`src/rtl/serial_char_rx.sv`:
```
// Serial character receiver: start bit, 7 data bits (LSB first), optional parity, stop bit.
// Good characters are presented on char with a one-clock char_valid strobe; bad frames are dropped.
module serial_char_rx #(
    parameter int CLKS_PER_BIT = 16,
    parameter bit PARITY_EN    = 1'b1,
    parameter bit PARITY_ODD   = 1'b0
) (
    input  logic       clk,
    input  logic       reset,
    input  logic       rx,
    output logic [6:0] char,
    output logic       char_valid,
    output logic       parity_err,
    output logic       frame_err,
    output logic       busy
);
    localparam int            CW        = $clog2(CLKS_PER_BIT);
    localparam logic [CW-1:0] LAST_TICK = CW'(CLKS_PER_BIT - 1);
    localparam logic [CW-1:0] HALF_TICK = CW'(CLKS_PER_BIT / 2 - 1);

    typedef enum logic [2:0] {
        S_IDLE, S_START, S_DATA, S_PARITY, S_STOP, S_BREAK
    } state_t;

    state_t        state_q, state_d;
    logic          rx_meta_q, rx_s_q;
    logic [CW-1:0] tick_q, tick_d;
    logic [2:0]    bit_q, bit_d;
    logic [6:0]    shift_q, shift_d;
    logic          par_q, par_d;
    logic [6:0]    char_q, char_d;
    logic          valid_q, valid_d;
    logic          perr_q, perr_d;
    logic          ferr_q, ferr_d;
    logic          sample;
    logic          stop_hit;
    logic          parity_ok;

    // Start bit is sampled half a bit in; every later bit one full bit after the previous sample.
    assign sample    = (state_q == S_START) ? (tick_q == HALF_TICK) : (tick_q == LAST_TICK);
    assign stop_hit  = (state_q == S_STOP) && sample;
    assign parity_ok = !PARITY_EN || (par_q == PARITY_ODD);

    // NOTE: sequential state uses non-blocking assignments so every flop samples pre-edge values.
    always_ff @(posedge clk or negedge reset) begin
        if (!reset) begin
            rx_meta_q <= 1'b1;
            rx_s_q    <= 1'b1;
            state_q   <= S_IDLE;
            tick_q    <= '0;
            bit_q     <= '0;
            shift_q   <= '0;
            par_q     <= 1'b0;
            char_q    <= '0;
            valid_q   <= 1'b0;
            perr_q    <= 1'b0;
            ferr_q    <= 1'b0;
        end else begin
            rx_meta_q <= rx;
            rx_s_q    <= rx_meta_q;
            state_q   <= state_d;
            tick_q    <= tick_d;
            bit_q     <= bit_d;
            shift_q   <= shift_d;
            par_q     <= par_d;
            char_q    <= char_d;
            valid_q   <= valid_d;
            perr_q    <= perr_d;
            ferr_q    <= ferr_d;
        end
    end

    // NOTE: every combinational output gets a default first, so no path can infer a latch.
    always_comb begin
        state_d = state_q;
        unique case (state_q)
            S_IDLE:   if (!rx_s_q) state_d = S_START;
            S_START:  if (sample) state_d = rx_s_q ? S_IDLE : S_DATA;
            S_DATA:   if (sample && bit_q == 3'd6) state_d = PARITY_EN ? S_PARITY : S_STOP;
            S_PARITY: if (sample) state_d = S_STOP;
            S_STOP:   if (sample) state_d = rx_s_q ? S_IDLE : S_BREAK;
            S_BREAK:  if (rx_s_q) state_d = S_IDLE;
            default:  state_d = S_IDLE;
        endcase
    end

    always_comb begin
        tick_d  = tick_q + CW'(1);
        bit_d   = bit_q;
        shift_d = shift_q;
        par_d   = par_q;
        if (state_q == S_IDLE || state_q == S_BREAK || sample) begin
            tick_d = '0;
        end
        if (state_q != S_DATA) begin
            bit_d = '0;
        end else if (sample) begin
            bit_d   = bit_q + 3'd1;
            shift_d = {rx_s_q, shift_q[6:1]};
        end
        // Running XOR over data and parity bits; held until the stop sample.
        if (state_q == S_IDLE) begin
            par_d = 1'b0;
        end else if ((state_q == S_DATA || state_q == S_PARITY) && sample) begin
            par_d = par_q ^ rx_s_q;
        end
        valid_d = stop_hit && rx_s_q && parity_ok;
        perr_d  = stop_hit && rx_s_q && !parity_ok;
        ferr_d  = stop_hit && !rx_s_q;
        char_d  = valid_d ? shift_q : char_q;
    end

    assign char       = char_q;
    assign char_valid = valid_q;
    assign parity_err = perr_q;
    assign frame_err  = ferr_q;
    assign busy       = (state_q != S_IDLE) || valid_q || perr_q || ferr_q;

endmodule

```
`config.mk`:
```
export PLATFORM = sky130hd
export DESIGN_NAME = serial_char_rx
export DESIGN_NICKNAME = d
export VERILOG_FILES = /design/src/rtl/serial_char_rx.sv
export SDC_FILE = /design/constraint.sdc
export NUM_CORES = 1
export LEC_CHECK = 0
export ABC_AREA = 1
export BUFFER_PORTS_ARGS = -buffer_cell sky130_fd_sc_hd__buf_2
export CAP_MARGIN = 10
export CORE_MARGIN = 5
export CORE_UTILIZATION = 27
export CTS_CLUSTER_DIAMETER = 100
export CTS_CLUSTER_SIZE = 24
export DETAILED_ROUTE_END_ITERATION = 16
export SKIP_CTS_REPAIR_TIMING = 1
export SLEW_MARGIN = 20
export SYNTH_ARGS = -nofsm -noshare
export SYNTH_HDL_FRONTEND = slang
export SYNTH_SLANG_ARGS = --single-unit
```
`constraint.sdc`:
```
create_clock -name clk -period 1.5 [get_ports clk]
set_input_delay 0.3 -clock clk [delete_from_list [all_inputs] [get_ports clk]]
set_output_delay 0.3 -clock clk [all_outputs]
set_load 0.01 [all_outputs]
```
==> results_dict.tcl, run 1 <==
set metrics [dict create \
    tritoncts "built" \
    track_usage_pct 7.61 \
    finalMaxSlewViolations 0 \
    yosys_warnings 0 \
    clock_skew_ps 5.62 \
    cts-root-buf "clkbuf_8" \
    clk_pin_slew_worst_paths_ps 60 \
    ys_ff_latch 30 \
    place_worst_setup_slack_ps 80.8 \
    share_comb_of_total_power_pct 38.5 \
    die_h_um 83.3 \
    r2r_slack_ps 100 \
    internal-power_uw 1740 \
    dr.first_iter.drc_count 35 \
    die-width_um 83.3 \
    layout.cells.most_common "nand2_1" \
    netlist_instances 151 \
    placedCellCount 235 \
    hold_viol_final 0 \
    synth-compound-area-share_pct 7.25 \
    place_congestion 0.831 \
    overflow 0 \
    layout.cells.non_filler 246 \
    synthSimpleGateAreaFrac_pct 30.1 \
    clk_latency_ps 280 \
    hold_class "input port to asynchronous set/reset pin" \
    viasPerCell 4.26 \
    cellPowerDensity_mw_per_mm2 1610 \
    synth_xor_area_share_pct 1.81 \
    pwr-share-clk_pct 21.5 \
    synth_adder_area_share_pct 2.59 \
    crit_fanout 5 \
    p_seq_share_pct 40.0 \
    fp.coreArea_mm2 0.00517 \
    layout_min_cycle_time_ps 1470 \
    drt_wl_total_mm 2.57 \
    antenna_left 0 \
    cts_buffer_depth 2 \
    synth_mux_area_share_pct 0 \
    worstPathRequired_ps 1200 \
    final_area_mm2 0.00176 \
    dieArea_mm2 0.00693 \
    worstSetupPathType "flop to output pin" \
    layout_common_cells "nand2_1 (34), dfrtp_1 (26), buf_2 (13)" \
    slowest_delay_ps 440 \
    status "finished clean" \
    port_buffers 13 \
    route.vias.total 1048 \
    syn_to_final_growth_pct 21.4 \
    tns_ps 0 \
    fin_nets 181 \
    maxCapViolations 0 \
    wire_per_inst_um 10.4 \
    synth.avg_cell_area_um2 9.60 \
    worstMarginPinSlew_ps 375 \
    synth.yosys.seq_area_share_pct 52.0 \
    drc 0 \
    cp.arrival_ps 1170 \
    pin_count 14 \
    fp-row-count 26 \
    power.leakage_uw 0.000911 \
    grt_pass1_wl_mm 4.31 \
    drive_gt1_share_pct 33.5 \
    diodes 0 \
    dp_hpwl_mm 1.80 \
    h-tree-depth 2 \
    synth_cell_types 27 \
    numCtsBuffers 5 \
    clock.fmax_mhz 680 \
    syn-cell-area_mm2 0.00145 \
    rsz0062_at_grt "yes" \
    antenna_found_initial 0 \
    ir_drop_uv 416 \
    path_cells "nor2_2 -> nand2_4 -> inv_2 -> nand2_1 -> buf_2" \
    grt_pass1_vias 923 \
    synth_top_family_by_area "simple AND/OR/NAND/NOR gates" \
    start_kind "flop" \
    syn-num-nets 157 \
    first_pass_iters 4 \
    initial_core_util_pct 28.0 \
    swShare_pct 38.7 \
    setup_viol_count_final 0 \
    cts.sinks 30 \
    grt_max_degree 31 \
    fin_crit_sh_pct 98.1 \
    slew_headroom_pct 75.0 \
    placed_area_mm2 0.00160 \
    end_kind "output pin" \
    critPathSlowestCell "dfrtp_2" \
    switching_power_uw 1100 \
    setup_ws_ps 28.6 \
]
## power groups by stage
stage               sequential (µW)  combinational [µW]  clock (µW)
finish                         1140                1090         610
global route                   1150                1210         670
CTS                            1140                 891         635
detailed placement             1160                 889           0
global placement               1150                 885           0
floorplan                      1110                 767           0
## Yosys cell counts (all sizes together)
library cell	number	area share [%]
buf	3	1.9
o22ai	1	0.43
nand2	39	11
dfrtp	28	48
dfstp	2	3.6
nand4	10	5.2
a21oi	3	1.8
nand3	13	5.7
xor2	3	1.8
clkinv	1	0.26
ha	3	2.6
inv	16	4.1
nor4	1	0.43
o21ai	10	5.0
nor2	15	6.2
nor3	3	1.0
## worst paths after layout
kind,from,to,cells after the start
setup / recovery,state_q[2],busy,5
hold / removal,reset,tick_q[1],2
setup reg to reg,state_q[0],shift_q[3],7
hold reg to reg,rx_meta_q,rx_s_q,0
max in group asynchronous,reset,rx_s_q,2
min in group clk,rx,rx_meta_q,1
## cell type report
type                       count  area, µm²
clock inverter                 2       10.0
clock buffer                   6       72.6
sequential                    30        756
tap                           70       87.6
fill                         533       3410
inverter                      17       63.8
multi-input combinational    101        639
timing repair buffer          20        130
## per-layer routing
| metal | GRT usage (%) | up-vias | part of all wire [%] |
|---|---|---|---|
| li1 | - | 539 | - |
| met1 | 9.85 | 484 | 48 |
| met2 | 10.3 | 21 | 44 |
| met3 | 3.86 | 4 | 6.0 |
| met4 | 3.71 | 0 | 2.0 |
| met5 | 0 | - | 0 |
## flip-flops by register name, summed over array words and instances, names as in the netlist
| signal | cells |
|---|---|
| parity_err | 1 |
| rx_meta_q | 1 |
| state_q | 3 |
| bit_q | 3 |
| shift_q | 7 |
| frame_err | 1 |
| char_valid | 1 |
| par_q | 1 |
| char | 7 |
| rx_s_q | 1 |
| tick_q | 4 |
## critical path, delay by kind of cell, from the launching register on
kind	cells	cell delay, ps
AND/OR/NAND/NOR	3	250
buffers and inverters	2	190
flip-flops	1	440
## logic make-up (layout without fill, tap and decap cells)
logic type / Yosys count / after routing
flip-flops: 30 / 30
XOR/XNOR: 3 / 3
AND/OR/NAND/NOR: 81 / 81
AO/OA/AOI/OAI: 14 / 14
adder cells (fa/ha/maj): 3 / 3
buffers and inverters: 20 / 45
## per-stage QoR
stage          total power [µW]  util, %  hold WS [ps]
2_1_floorplan              1880        -          4.41
3_3_place_gp               2040     31.0           336
3_5_place_dp               2050     31.0           335
4_1_cts                    2670     32.6          32.3
5_1_grt                    3030     34.0          61.4
6_report                   2840     34.0          19.6
Power figures use the tool's default switching activity.
==> run 2, diff against run 1 <==
RECOVER_POWER = 25   (was default)
==> run 2 against run 1 <==
- non-clock buffer count unchanged
- die area unchanged
- highest routed layer unchanged
- clock skew about the same
- total power about the same
==> results_dict.tcl, run 2 (synthesis results as in run 1) <==
set metrics [dict create \
    cts.sinks 30 \
    wl_met2_mm 1.14 \
    r2r-end "shift_q[3]" \
    dp_hpwl_mm 1.80 \
    nFillCells 532 \
    worstMarginPinSlew_ps 724 \
    slew_headroom_pct 51.7 \
    cts-root-buf "clkbuf_8" \
    final_util_pct 34.0 \
    seq_area_um2 756 \
    clock_skew_ps 5.61 \
    r2r-start "state_q[0]" \
    tritoncts "built" \
    grt_pass1_vias 923 \
    numCtsBuffers 5 \
    port_buffers 13 \
    multi_input_area_um2 639 \
    top_layer_used "met4" \
    dieArea_mm2 0.00693 \
    drc 0 \
    status "finished clean" \
    viasPerCell 4.26 \
    r2r_slack_ps 100 \
    fin_crit_sh_pct 98.1 \
    grt_max_degree 31 \
    cp.arrival_ps 1170 \
    hold_class "input port to flop" \
    worstSetupPathType "flop to output pin" \
    initial_core_util_pct 28.0 \
    whs_ps 119 \
    fp-row-count 26 \
    placedCellCount 235 \
    dr.first_iter.drc_count 35 \
    wl_met3_um 153 \
    end_kind "output pin" \
    cts_buffer_depth 2 \
    h-tree-depth 2 \
    clock.fmax_mhz 680 \
    rsz0062_at_grt "yes" \
    cellPowerDensity_mw_per_mm2 1610 \
    clk_latency_ps 280 \
    wire_per_inst_um 10.4 \
    placed_area_mm2 0.00160 \
    tns_ps 0 \
    layout.cells.non_filler 246 \
    final_area_mm2 0.00176 \
    place_congestion 0.831 \
    route.vias.total 1049 \
    clk_pin_slew_worst_paths_ps 60 \
    setup_viol_count_final 0 \
    die_h_um 83.3 \
    drt-met1-wl_mm 1.22 \
    power.leakage_uw 0.000911 \
    worstPathRequired_ps 1200 \
    fp.coreArea_mm2 0.00517 \
    die-width_um 83.3 \
    pin_count 14 \
    drive_gt1_share_pct 33.5 \
    layout_common_cells "nand2_1 (34), dfrtp_1 (26), buf_2 (13)" \
    antenna_left 0 \
    min_to "rx_meta_q" \
    overflow 0 \
    drt_wl_total_mm 2.57 \
    ir_drop_uv 416 \
    holdPathStages 1 \
    grt_pass1_wl_mm 4.31 \
    syn_to_final_growth_pct 21.2 \
    maxCapViolations 0 \
    hold_viol_final 0 \
    layout.cells.most_common "nand2_1" \
    crit_fanout 5 \
    diodes 0 \
    layout_min_cycle_time_ps 1470 \
    start_kind "flop" \
    first_pass_iters 4 \
    track_usage_pct 7.61 \
    finalMaxSlewViolations 0 \
    rr_worst_depth 7 \
    fin_nets 181 \
    hp-start "rx" \
    antenna_found_initial 0 \
]
-- run 2: final cells by class --
type	count	area share, %
flip-flops and latches	30	43.0
well taps	70	4.99
repair buffers	20	7.26
clock inverters	2	0.570
clock buffers	6	4.13
inverters	17	3.63
multi-input cells	101	36.4
-- run 2: where the power goes --
part | internal (µW) | switching, µW | total, µW
clock network | 320 | 290 | 610
logic | 420 | 671 | 1090
registers | 999 | 136 | 1140
total | 1740 | 1100 | 2840
-- run 2: metal layers --
layer	global-route usage (%)	vias up
li1	-	539
met4	3.71	0
met3	3.86	4
met5	0	-
met1	9.85	485
met2	10.3	21
-- run 2: how the worst max path moves through the flow --
stage,slack (ps),startpoint,to,cells after the start
after CTS,-60,state_q[0],busy,5
after global routing,-40,state_q[0],busy,5
after floorplan,200,tick_q[0],shift_q[4],9
after detailed placement,80,tick_q[0],char[3],8
final,30,state_q[2],busy,5
after global placement,110,tick_q[0],char[3],8
-- run 2: metrics by stage --
stage	power (µW)	setup slack, ps
after floorplan	1880	196
after global placement	2040	105
after detailed placement	2050	80.8
after CTS	2670	-63.7
after global routing	3030	-44.4
final	2840	28.6
-- run 2: critical path, stage by stage (launching register included) --
cell and delay (ps):
dfrtp_2 440, nor2_2 130, nand2_4 80, inv_2 60, nand2_1 40, buf_2 130
